`config.mk`:
```
export PLATFORM = sky130hd
export DESIGN_NAME = proc_mailbox_flat
export DESIGN_NICKNAME = d
export VERILOG_FILES = /design/src/rtl/proc_mailbox_pkg.sv /design/src/rtl/proc_mailbox_if.sv /design/src/rtl/proc_mailbox_fifo.sv /design/src/rtl/proc_mailbox.sv /design/src/flat_wrapper.sv
export SDC_FILE = /design/constraint.sdc
export NUM_CORES = 1
export LEC_CHECK = 0
export BUFFER_PORTS_ARGS = -buffer_cell sky130_fd_sc_hd__buf_4
export CORE_ASPECT_RATIO = 2
export CORE_MARGIN = 3
export CORE_UTILIZATION = 40
export CTS_BUF_LIST = sky130_fd_sc_hd__clkbuf_8
export CTS_CLUSTER_SIZE = 24
export DETAILED_ROUTE_END_ITERATION = 10
export GPL_TIMING_DRIVEN = 0
export PLACE_DENSITY = 0.67
export SLEW_MARGIN = 5
export SYNTH_ARGS = -nofsm -noshare
export SYNTH_HDL_FRONTEND = slang
export SYNTH_SLANG_ARGS = --single-unit
```
`constraint.sdc`:
```
create_clock -name clk_clk -period 5.8 [get_ports clk_clk]
set_clock_uncertainty 0.05 [all_clocks]
set_input_delay 1.45 -clock clk_clk [delete_from_list [all_inputs] [get_ports clk_clk]]
set_output_delay 1.45 -clock clk_clk [all_outputs]
set_load 0.02 [all_outputs]
```
`src/rtl/proc_mailbox_pkg.sv`:
```
// Shared types and constants for the processor mailbox: register map,
// CONTROL bit positions and the STATUS word layout.
package proc_mailbox_pkg;

  localparam int unsigned MBOX_DATA_W = 32;

  typedef enum logic [1:0] {
    REG_DATA    = 2'd0,
    REG_STATUS  = 2'd1,
    REG_CONTROL = 2'd2,
    REG_RSVD    = 2'd3
  } mbox_reg_e;

  localparam int unsigned CTRL_FLUSH_RX   = 0;
  localparam int unsigned CTRL_FLUSH_TX   = 1;
  localparam int unsigned CTRL_CLR_STICKY = 2;
  localparam int unsigned CTRL_IRQ_EN     = 8;

  typedef struct packed {
    logic [11:0] rsvd;
    logic        be_err;
    logic        underflow;
    logic        tx_full;
    logic        rx_empty;
    logic [7:0]  tx_count;
    logic [7:0]  rx_count;
  } mbox_status_t;

  // CONTROL readback: only irq_en is visible.
  function automatic logic [MBOX_DATA_W-1:0] ctrl_readback(input logic irq_en);
    return MBOX_DATA_W'(irq_en) << CTRL_IRQ_EN;
  endfunction

endpackage

```
`src/rtl/proc_mailbox_if.sv`:
```
// Avalon-MM single-beat slave bus between the processor bridge and the mailbox.
interface proc_mailbox_if #(
  parameter int unsigned ADDR_W = 10,
  parameter int unsigned DATA_W = 32
);
  localparam int unsigned BE_W = DATA_W / 8;

  logic [ADDR_W-1:0] s_address;
  logic              s_read;
  logic              s_write;
  logic [DATA_W-1:0] s_writedata;
  logic [BE_W-1:0]   s_byteenable;
  logic              s_burstcount;
  logic              s_debugaccess;
  logic [DATA_W-1:0] s_readdata;
  logic              s_readdatavalid;
  logic              s_waitrequest;

  modport master (
    output s_address, s_read, s_write, s_writedata, s_byteenable,
           s_burstcount, s_debugaccess,
    input  s_readdata, s_readdatavalid, s_waitrequest
  );

  modport slave (
    input  s_address, s_read, s_write, s_writedata, s_byteenable,
           s_burstcount, s_debugaccess,
    output s_readdata, s_readdatavalid, s_waitrequest
  );
endinterface

```
`src/rtl/proc_mailbox_fifo.sv`:
```
// First-word-fall-through register-array FIFO with occupancy count and
// synchronous flush; flush overrides any push/pop in the same cycle.
module mbox_sync_fifo #(
  parameter int unsigned DEPTH  = 16,
  parameter int unsigned DATA_W = 32
) (
  input  logic                   clk,
  input  logic                   rst,
  input  logic                   i_flush,
  input  logic                   i_push,
  input  logic [DATA_W-1:0]      i_data,
  input  logic                   i_pop,
  output logic [DATA_W-1:0]      o_head,
  output logic [$clog2(DEPTH):0] o_count,
  output logic                   o_full,
  output logic                   o_empty
);
  localparam int unsigned AW = $clog2(DEPTH);
  localparam int unsigned CW = AW + 1;

  logic [DATA_W-1:0] r_mem [DEPTH];
  logic [AW-1:0]     r_wptr;
  logic [AW-1:0]     r_rptr;
  logic [CW-1:0]     r_count;
  logic              w_push;
  logic              w_pop;

  assign o_empty = (r_count == '0);
  assign o_full  = (r_count == CW'(DEPTH));
  assign o_count = r_count;
  assign o_head  = r_mem[r_rptr];

  // A push at full is only taken when a pop frees the head slot this cycle.
  assign w_pop  = i_pop & ~o_empty;
  assign w_push = i_push & (~o_full | w_pop);

  always_ff @(posedge clk) begin
    if (w_push && !i_flush) r_mem[r_wptr] <= i_data;
  end

  always_ff @(posedge clk) begin
    if (rst || i_flush) begin
      r_wptr  <= '0;
      r_rptr  <= '0;
      r_count <= '0;
    end else begin
      if (w_push) r_wptr <= r_wptr + AW'(1);
      if (w_pop)  r_rptr <= r_rptr + AW'(1);
      case ({w_push, w_pop})
        2'b10:   r_count <= r_count + CW'(1);
        2'b01:   r_count <= r_count - CW'(1);
        default: r_count <= r_count;
      endcase
    end
  end

endmodule

```
`src/rtl/proc_mailbox.sv`:
```
// Inter-core mailbox: Avalon-MM slave with a TX message FIFO drained by a
// valid/ready source and an RX message FIFO filled by a valid/ready sink.
module proc_mailbox
  import proc_mailbox_pkg::*;
#(
  parameter int unsigned DEPTH  = 16,
  parameter int unsigned ADDR_W = 10,
  parameter int unsigned DATA_W = 32
) (
  input  logic              clk_clk,
  input  logic              reset_reset,
  proc_mailbox_if.slave     s,
  output logic [DATA_W-1:0] tx_data,
  output logic              tx_valid,
  input  logic              tx_ready,
  input  logic [DATA_W-1:0] rx_data,
  input  logic              rx_valid,
  output logic              rx_ready,
  output logic              irq
);
  localparam int unsigned CW = $clog2(DEPTH) + 1;

  logic [DATA_W-1:0] w_tx_head, w_rx_head, w_rdata;
  logic [CW-1:0]     w_tx_count, w_rx_count;
  logic              w_tx_full, w_tx_empty, w_rx_full, w_rx_empty;
  logic              w_in_range, w_is_data, w_be_ok;
  logic              w_wr_acc, w_rd_acc, w_data_wr, w_data_rd, w_ctrl_wr;
  logic              w_tx_push, w_tx_pop, w_rx_push, w_rx_pop;
  logic              w_flush_tx, w_flush_rx, w_clr_sticky;
  logic              w_unused_ok;
  mbox_reg_e         w_reg;
  mbox_status_t      w_status;

  logic [DATA_W-1:0] r_rdata;
  logic              r_rvalid, r_irq_en, r_underflow, r_be_err, r_irq;

  assign w_reg      = mbox_reg_e'(s.s_address[3:2]);
  assign w_in_range = (s.s_address[ADDR_W-1:4] == '0);
  assign w_is_data  = w_in_range & (w_reg == REG_DATA);
  assign w_be_ok    = (s.s_byteenable == 4'hF);
  assign w_tx_pop   = ~w_tx_empty & tx_ready;

  // Only a DATA write into a full TX FIFO with no drain this cycle stalls.
  assign s.s_waitrequest = s.s_write & w_is_data & w_tx_full & ~w_tx_pop;

  // Write wins over a simultaneous read; the read is silently dropped.
  assign w_wr_acc     = s.s_write & ~s.s_waitrequest;
  assign w_rd_acc     = s.s_read & ~s.s_write;
  assign w_data_wr    = w_wr_acc & w_is_data;
  assign w_data_rd    = w_rd_acc & w_is_data;
  assign w_ctrl_wr    = w_wr_acc & w_in_range & (w_reg == REG_CONTROL);
  assign w_tx_push    = w_data_wr & w_be_ok;
  assign w_rx_pop     = w_data_rd & ~w_rx_empty;
  assign w_rx_push    = rx_valid & rx_ready;
  assign w_flush_rx   = w_ctrl_wr & s.s_writedata[CTRL_FLUSH_RX];
  assign w_flush_tx   = w_ctrl_wr & s.s_writedata[CTRL_FLUSH_TX];
  assign w_clr_sticky = w_ctrl_wr & s.s_writedata[CTRL_CLR_STICKY];

  assign tx_data  = w_tx_head;
  assign tx_valid = ~w_tx_empty;
  assign rx_ready = ~w_rx_full;
  assign irq      = r_irq;

  assign s.s_readdata      = r_rdata;
  assign s.s_readdatavalid = r_rvalid & ~reset_reset;

  assign w_unused_ok = ^{s.s_burstcount, s.s_debugaccess, s.s_address[1:0]};

  mbox_sync_fifo #(.DEPTH(DEPTH), .DATA_W(DATA_W)) u_tx_fifo (
    .clk     (clk_clk),
    .rst     (reset_reset),
    .i_flush (w_flush_tx),
    .i_push  (w_tx_push),
    .i_data  (s.s_writedata),
    .i_pop   (w_tx_pop),
    .o_head  (w_tx_head),
    .o_count (w_tx_count),
    .o_full  (w_tx_full),
    .o_empty (w_tx_empty)
  );

  mbox_sync_fifo #(.DEPTH(DEPTH), .DATA_W(DATA_W)) u_rx_fifo (
    .clk     (clk_clk),
    .rst     (reset_reset),
    .i_flush (w_flush_rx),
    .i_push  (w_rx_push),
    .i_data  (rx_data),
    .i_pop   (w_rx_pop),
    .o_head  (w_rx_head),
    .o_count (w_rx_count),
    .o_full  (w_rx_full),
    .o_empty (w_rx_empty)
  );

  always_comb begin
    w_status           = '0;
    w_status.rx_count  = 8'(w_rx_count);
    w_status.tx_count  = 8'(w_tx_count);
    w_status.rx_empty  = w_rx_empty;
    w_status.tx_full   = w_tx_full;
    w_status.underflow = r_underflow;
    w_status.be_err    = r_be_err;
  end

  // Read mux; an empty-RX DATA read and all unmapped offsets return zero.
  always_comb begin
    w_rdata = '0;
    if (w_in_range) begin
      case (w_reg)
        REG_DATA:    if (!w_rx_empty) w_rdata = w_rx_head;
        REG_STATUS:  w_rdata = DATA_W'(w_status);
        REG_CONTROL: w_rdata = DATA_W'(ctrl_readback(r_irq_en));
        default:     w_rdata = '0;
      endcase
    end
  end

  always_ff @(posedge clk_clk) begin
    if (reset_reset) begin
      r_rdata     <= '0;
      r_rvalid    <= 1'b0;
      r_irq_en    <= 1'b0;
      r_underflow <= 1'b0;
      r_be_err    <= 1'b0;
      r_irq       <= 1'b0;
    end else begin
      r_rvalid <= w_rd_acc;
      if (w_rd_acc)  r_rdata  <= w_rdata;
      if (w_ctrl_wr) r_irq_en <= s.s_writedata[CTRL_IRQ_EN];
      if (w_clr_sticky) begin
        r_underflow <= 1'b0;
        r_be_err    <= 1'b0;
      end else begin
        if (w_data_rd && w_rx_empty) r_underflow <= 1'b1;
        if (w_data_wr && !w_be_ok)   r_be_err    <= 1'b1;
      end
      r_irq <= r_irq_en & ~w_rx_empty;
    end
  end

endmodule

```
`src/flat_wrapper.sv`:
```
// flat-port wrapper written by rule: the top's interface ports become plain ports
module proc_mailbox_flat import proc_mailbox_pkg::*;
#(
  parameter int unsigned DEPTH  = 16,
  parameter int unsigned ADDR_W = 10,
  parameter int unsigned DATA_W = 32
)
  (clk_clk, reset_reset, tx_data, tx_valid, tx_ready, rx_data, rx_valid, rx_ready, irq, s_s_address, s_s_read, s_s_write, s_s_writedata, s_s_byteenable, s_s_burstcount, s_s_debugaccess, s_s_readdata, s_s_readdatavalid, s_s_waitrequest);
  proc_mailbox_if #(.ADDR_W(ADDR_W), .DATA_W(DATA_W)) s_i ();
  input  logic clk_clk;
  input  logic reset_reset;
  output logic [DATA_W-1:0] tx_data;
  output logic tx_valid;
  input  logic tx_ready;
  input  logic [DATA_W-1:0] rx_data;
  input  logic rx_valid;
  output logic rx_ready;
  output logic irq;
  input wire logic [$bits(s_i.s_address)-1:0] s_s_address;
  input wire logic [$bits(s_i.s_read)-1:0] s_s_read;
  input wire logic [$bits(s_i.s_write)-1:0] s_s_write;
  input wire logic [$bits(s_i.s_writedata)-1:0] s_s_writedata;
  input wire logic [$bits(s_i.s_byteenable)-1:0] s_s_byteenable;
  input wire logic [$bits(s_i.s_burstcount)-1:0] s_s_burstcount;
  input wire logic [$bits(s_i.s_debugaccess)-1:0] s_s_debugaccess;
  output wire logic [$bits(s_i.s_readdata)-1:0] s_s_readdata;
  output wire logic [$bits(s_i.s_readdatavalid)-1:0] s_s_readdatavalid;
  output wire logic [$bits(s_i.s_waitrequest)-1:0] s_s_waitrequest;
  assign s_i.s_address = s_s_address;
  assign s_i.s_read = s_s_read;
  assign s_i.s_write = s_s_write;
  assign s_i.s_writedata = s_s_writedata;
  assign s_i.s_byteenable = s_s_byteenable;
  assign s_i.s_burstcount = s_s_burstcount;
  assign s_i.s_debugaccess = s_s_debugaccess;
  assign s_s_readdata = s_i.s_readdata;
  assign s_s_readdatavalid = s_i.s_readdatavalid;
  assign s_s_waitrequest = s_i.s_waitrequest;
  proc_mailbox #(.DEPTH(DEPTH), .ADDR_W(ADDR_W), .DATA_W(DATA_W)) u_core (.clk_clk(clk_clk), .reset_reset(reset_reset), .s(s_i), .tx_data(tx_data), .tx_valid(tx_valid), .tx_ready(tx_ready), .rx_data(rx_data), .rx_valid(rx_valid), .rx_ready(rx_ready), .irq(irq));
endmodule
```
Yosys cells after proc, flatten, opt, wreduce, memory -nomap -nowiden
Memory sizes are Yosys's and may differ from the RTL's. A register that Yosys moved wholly into a read port is not among the register bits.
Cells that the tools add are included.
- bits in writable memories: 1024
- bits in registers: 63
- output and inout bits: 69
- logic and storage cells: 93
- input port bits: 86
- memories: 2
- reduce and logical (&&, ||, !) cells: 16
- eq/ne operators: 9
- multiplexer cells: 13
- add/sub/neg operators: 8
- bitwise gates (word level): 33
- memory list (memory ; depth ; bits a word ; read ports ; clocked after Yosys merged registers in ; write ports ; RTL line ; text):
    u_core.u_rx_fifo.r_mem ; 16 ; 32 ; 1 ; 1 ; 1 ; proc_mailbox_fifo.sv:21 ; logic [DATA_W-1:0] r_mem [DEPTH];
    u_core.u_tx_fifo.r_mem ; 16 ; 32 ; 1 ; 1 ; 1 ; proc_mailbox_fifo.sv:21 ;
- operators by type and width (operator ; number):
    $pmux W32 S3 ; 1
    $mux W32 ; 2
    $and A1 B1 Y1 ; 23
    $pmux W5 S2 ; 2
    $add A4 B1 Y4 const B ; 4
    $mux W4 ; 4
    $add A5 B1 Y5 const B ; 2
    $eq A5 B5 Y1 const B ; 2
    $logic_not A5 Y1 ; 2
    $sub A5 B1 Y5 const B ; 2
    $not A1 Y1 ; 8
    $eq A2 B1 Y1 const B ; 3
    $eq A2 B2 Y1 const B ; 3
    $logic_not A6 Y1 ; 1
    $eq A4 B4 Y1 const B ; 1
    $logic_and A1 B1 Y1 ; 4
    $mux W1 ; 4
    $reduce_bool A2 Y1 ; 2
    $logic_not A1 Y1 ; 3
    $logic_not A2 Y1 ; 1
    $logic_or A1 B1 Y1 ; 2
    $or A1 B1 Y1 ; 2
    $reduce_or A2 Y1 ; 1

Depth between registers and ports, before layout
- depth in word-level cells: 14
- mapped depth: 12
- gate-level depth less buffers: 12

Modules after synthesis
From an unflattened synthesis, not the netlist that was laid out.
- cell total of the unflattened synthesis: 1986
- area total of the unflattened synthesis: 41811.4 µm²
- by module, submodules not included (module ; cells an instance ; instances ; area each (µm²)):
    mbox_sync_fifo ; 917 ; 2 ; 20145.6
    proc_mailbox ; 152 ; 1 ; 1520.2

Worst setup path after synthesis
No wires, ideal clock.
- path type: input port to flip-flop
- start: input s_s_address[7]
- end: memory u_core.u_tx_fifo.r_mem[2][0], enable pin
- cell stages on the path: 5
- setup time: 461 ps
- path buffers: 0
- arrival time: 4680 ps
- path slack: 609 ps
- path through: nor4_4 -> nand4_1 -> nor3_2 -> nand2_1 -> nor3_1
- longest elaborated chain between the ends: 14
- RTL lines (element ; RTL line ; text):
    start: declaration ; flat_wrapper.sv:19 ; input wire logic [$bits(s_i.s_address)-1:0] s_s_address;
    $logic_not A6 Y1 (*) ; proc_mailbox.sv:38 ; assign w_in_range = (s.s_address[ADDR_W-1:4] == '0);
    $and A1 B1 Y1 ; proc_mailbox.sv:39 ; assign w_is_data = w_in_range & (w_reg == REG_DATA);
    $and A1 B1 Y1 (3 in series) ; proc_mailbox.sv:44 ; assign s.s_waitrequest = s.s_write & w_is_data & w_tx_full & ~w_tx_pop;
    $not A1 Y1 ; proc_mailbox.sv:47 ; assign w_wr_acc = s.s_write & ~s.s_waitrequest;
    $and A1 B1 Y1 ; proc_mailbox.sv:47 ;
    $and A1 B1 Y1 (2 in series) ; proc_mailbox.sv:51 ; assign w_ctrl_wr = w_wr_acc & w_in_range & (w_reg == REG_CONTROL);
    $and A1 B1 Y1 ; proc_mailbox.sv:56 ; assign w_flush_tx = w_ctrl_wr & s.s_writedata[CTRL_FLUSH_TX];
    $logic_not A1 Y1 ; proc_mailbox_fifo.sv:38 ; if (w_push && !i_flush) r_mem[r_wptr] <= i_data;
    $logic_and A1 B1 Y1 (*) ; proc_mailbox_fifo.sv:38 ;
    $mux W1 (*) ; proc_mailbox_fifo.sv:38 ;
    $mux W1 (not written as such) (*) ; proc_mailbox_fifo.sv:38 ;
    end: declaration ; proc_mailbox_fifo.sv:21 ;
Mark *: on every way between the ends. The rest lies on a longest branch, timed or not.

==> reports/results.tsv <==
metric	value	unit
outcome	finished clean	
setup_viol	0	
wl_per_cell	26.9	um
postCtsResizedCells	0	
cts_buffers	152	
synth_seq_cells	1095	
gp_congestion	0.785	
stdcell_count	3755	
setup_ws	686	ps
cts_tree	built	
synth_top_cell_area_share	73.7	%
antenna_found_initial	3	
synth.most_common_cell	edfxtp_1	
placed_area	0.0457	sq mm
min_period	5110	ps
drc	0	
die_area	0.108	sq mm
final_layout_size_suffix_gt1_share	32.6	%
synthArstFlopShare	0	%
synth_common_cells	1,024 x edfxtp_1, 286 x mux4_2, 118 x nand2_1	
dp.cells	3480	
wl	101000	um
num_rows	167	
syn-mean-instance-area	21.7	sq um
power_frac_seq	58.8	%
hold_slack	444	ps
clock-root-buffer	clkbuf_8	
finalCritPeriodShare	88.2	%
synth_fp_nets	2027	
hold_viol	0	
power.switching	3.05	mW
start_util	40.3	%
hold_class	flop to flop	
synthesis.area	0.0417	sq mm
maxCapViolCount	0	
critPathKind	flop to output pin	
overflow	0	
worst_pin_slew	1200	ps
netlist_top_cells_area	edfxtp_1 74%, mux4_2 15%, dfxtp_1 3.4%	
io_buffers	149	
fmax	196	MHz
drt_pass1_iterations	7	
vias	20769	
drt_iter0_drc	1656	
synth_ff_type	edfxtp_1	
cts_setup_buffers	0	
cp_max_fo	10	
slew_headroom	20.0	%
clock_tree.buffer_depth	3	
p_comb_share	2.1	%
via_per_inst	5.53	
rsz0062_at_grt	false	
cp-start-kind	flop	
crit_required	4300	ps
grtUsageTotal	18.9	%
cts_hold_buf	0	
stdcell_area	0.0486	sq mm
core_region_area	0.104	sq mm
leakagePower	15.4	nW
irDropWorstVdd	0.275	mV
synth_top_cell_by_area	edfxtp_1	
ys_types	51	
grt_pass1_wl	148000	um
cts_max_level	4	
seq_area_frac_synth	77.1	%
dpl.hpwl	68500	um
finalNetCount	2388	
clock_latency	840	ps
power_density	304	mW/mm^2
pin_count	155	
synth_edf_count	1024	
dieHeight	463	um
die_w	234	um
area_growth	16.4	%
arrival	3610	ps
ant_nets	0	
place_ws	1150	ps
postSynthCellCount	1921	
p_sw_share	20.6	%
grt_max_degree	22	
grt_pass1_vias	22347	
utilization	46.9	%
maxSlewViolCount	0	
clk_pin_slew	70	ps
yosys_warnings	0	
pwr-share-clk	39.1	%
worstSetupEndpointType	output pin	
cts.sinks	1095	
p_int	11.7	mW
[worst paths after layout]
kind	endpoint	cells after the start	slack, ps	start
max	tx_data[27]	5	690	flop
min	u_core.s.s_readdata[28]	1	440	u_core.s.s_readdata[28]
max reg2reg	u_core.u_rx_fifo.o_count[4]	11	2330	u_core.u_rx_fifo.o_count[0]
min reg2reg	u_core.s.s_readdata[28]	1	440	u_core.s.s_readdata[28]
[worst max-delay path, cell delays in order, from the launching register on]
cell,delay (ps)
dfxtp_1,340
clkbuf_1,600
clkbuf_1,660
mux4_2,440
mux4_2,530
buf_4,180
[through the flow]
| stage | power (mW) | setup TNS [ps] |
|---|---|---|
| final | 14.8 | 0 |
| after global routing | 15.3 | 0 |
| after floorplan | 8.96 | 0 |
| after global placement | 9.13 | -1000380 |
| after CTS | 14.9 | 0 |
| after detailed placement | 9.16 | 0 |
[kinds of logic after synthesis]
family	share of synthesized area (%)
flops	77.1
buf+inv	1.31
xor+xnor	0.336
compound gates	2.33
mux	15.7
fa+ha+maj	0.636
simple gates	2.58
[routing by layer]
layer,global-route usage (%),vias to the layer above,wire [um]
met1,20.6,10791,33700
met5,0,-,30
met4,7.45,4,3330
met2,34.4,996,55700
met3,5.04,213,8240
li1,-,8765,-
[flip-flops by register name, indices dropped and copies added (netlist names), 4 cells and up, named ones only]
name	cells
u_core.u_rx_fifo.r_wptr	4
u_core.u_rx_fifo.r_mem	512
u_core.u_rx_fifo.r_rptr	4
u_core.u_rx_fifo.o_count	5
u_core.u_tx_fifo.r_mem	512
u_core.u_tx_fifo.r_rptr	4
u_core.u_tx_fifo.o_count	5
u_core.u_tx_fifo.r_wptr	4
u_core.s.s_readdata	32
[cell type report]
type / count / area [sq um]
Clock buffer: 162 / 2230
Buffer: 100 / 477
Sequential cell: 1095 / 32200
Timing Repair Buffer: 207 / 2020
Multi-Input combinational cell: 707 / 9240
Clock inverter: 111 / 698
Fill cell: 8607 / 55000
Antenna cell: 2 / 5.00
Tap cell: 1352 / 1690
Inverter: 19 / 71.3
[placed cells by master (no fill, tap or decap), types with 24 or more instances in the layout]
cell	n
inv_1	60
nor2_1	40
dfxtp_1	71
clkinv_1	34
a21oi_1	26
edfxtp_1	1024
nand2_1	118
a22oi_1	38
clkbuf_8	162
buf_2	41
nor2_4	24
clkbuf_1	40
buf_4	168
mux4_2	286
[power by group through the flow]
stage / Clock, mW / Combinational (mW) / Sequential, mW
6_report: 5.77 / 0.308 / 8.69
5_1_grt: 6.26 / 0.334 / 8.68
4_1_cts: 5.89 / 0.309 / 8.69
3_5_place_dp: 0 / 0.308 / 8.86
3_3_place_gp: 0 / 0.272 / 8.86
2_1_floorplan: 0 / 0.0987 / 8.86
Power figures use the tool's default switching activity.
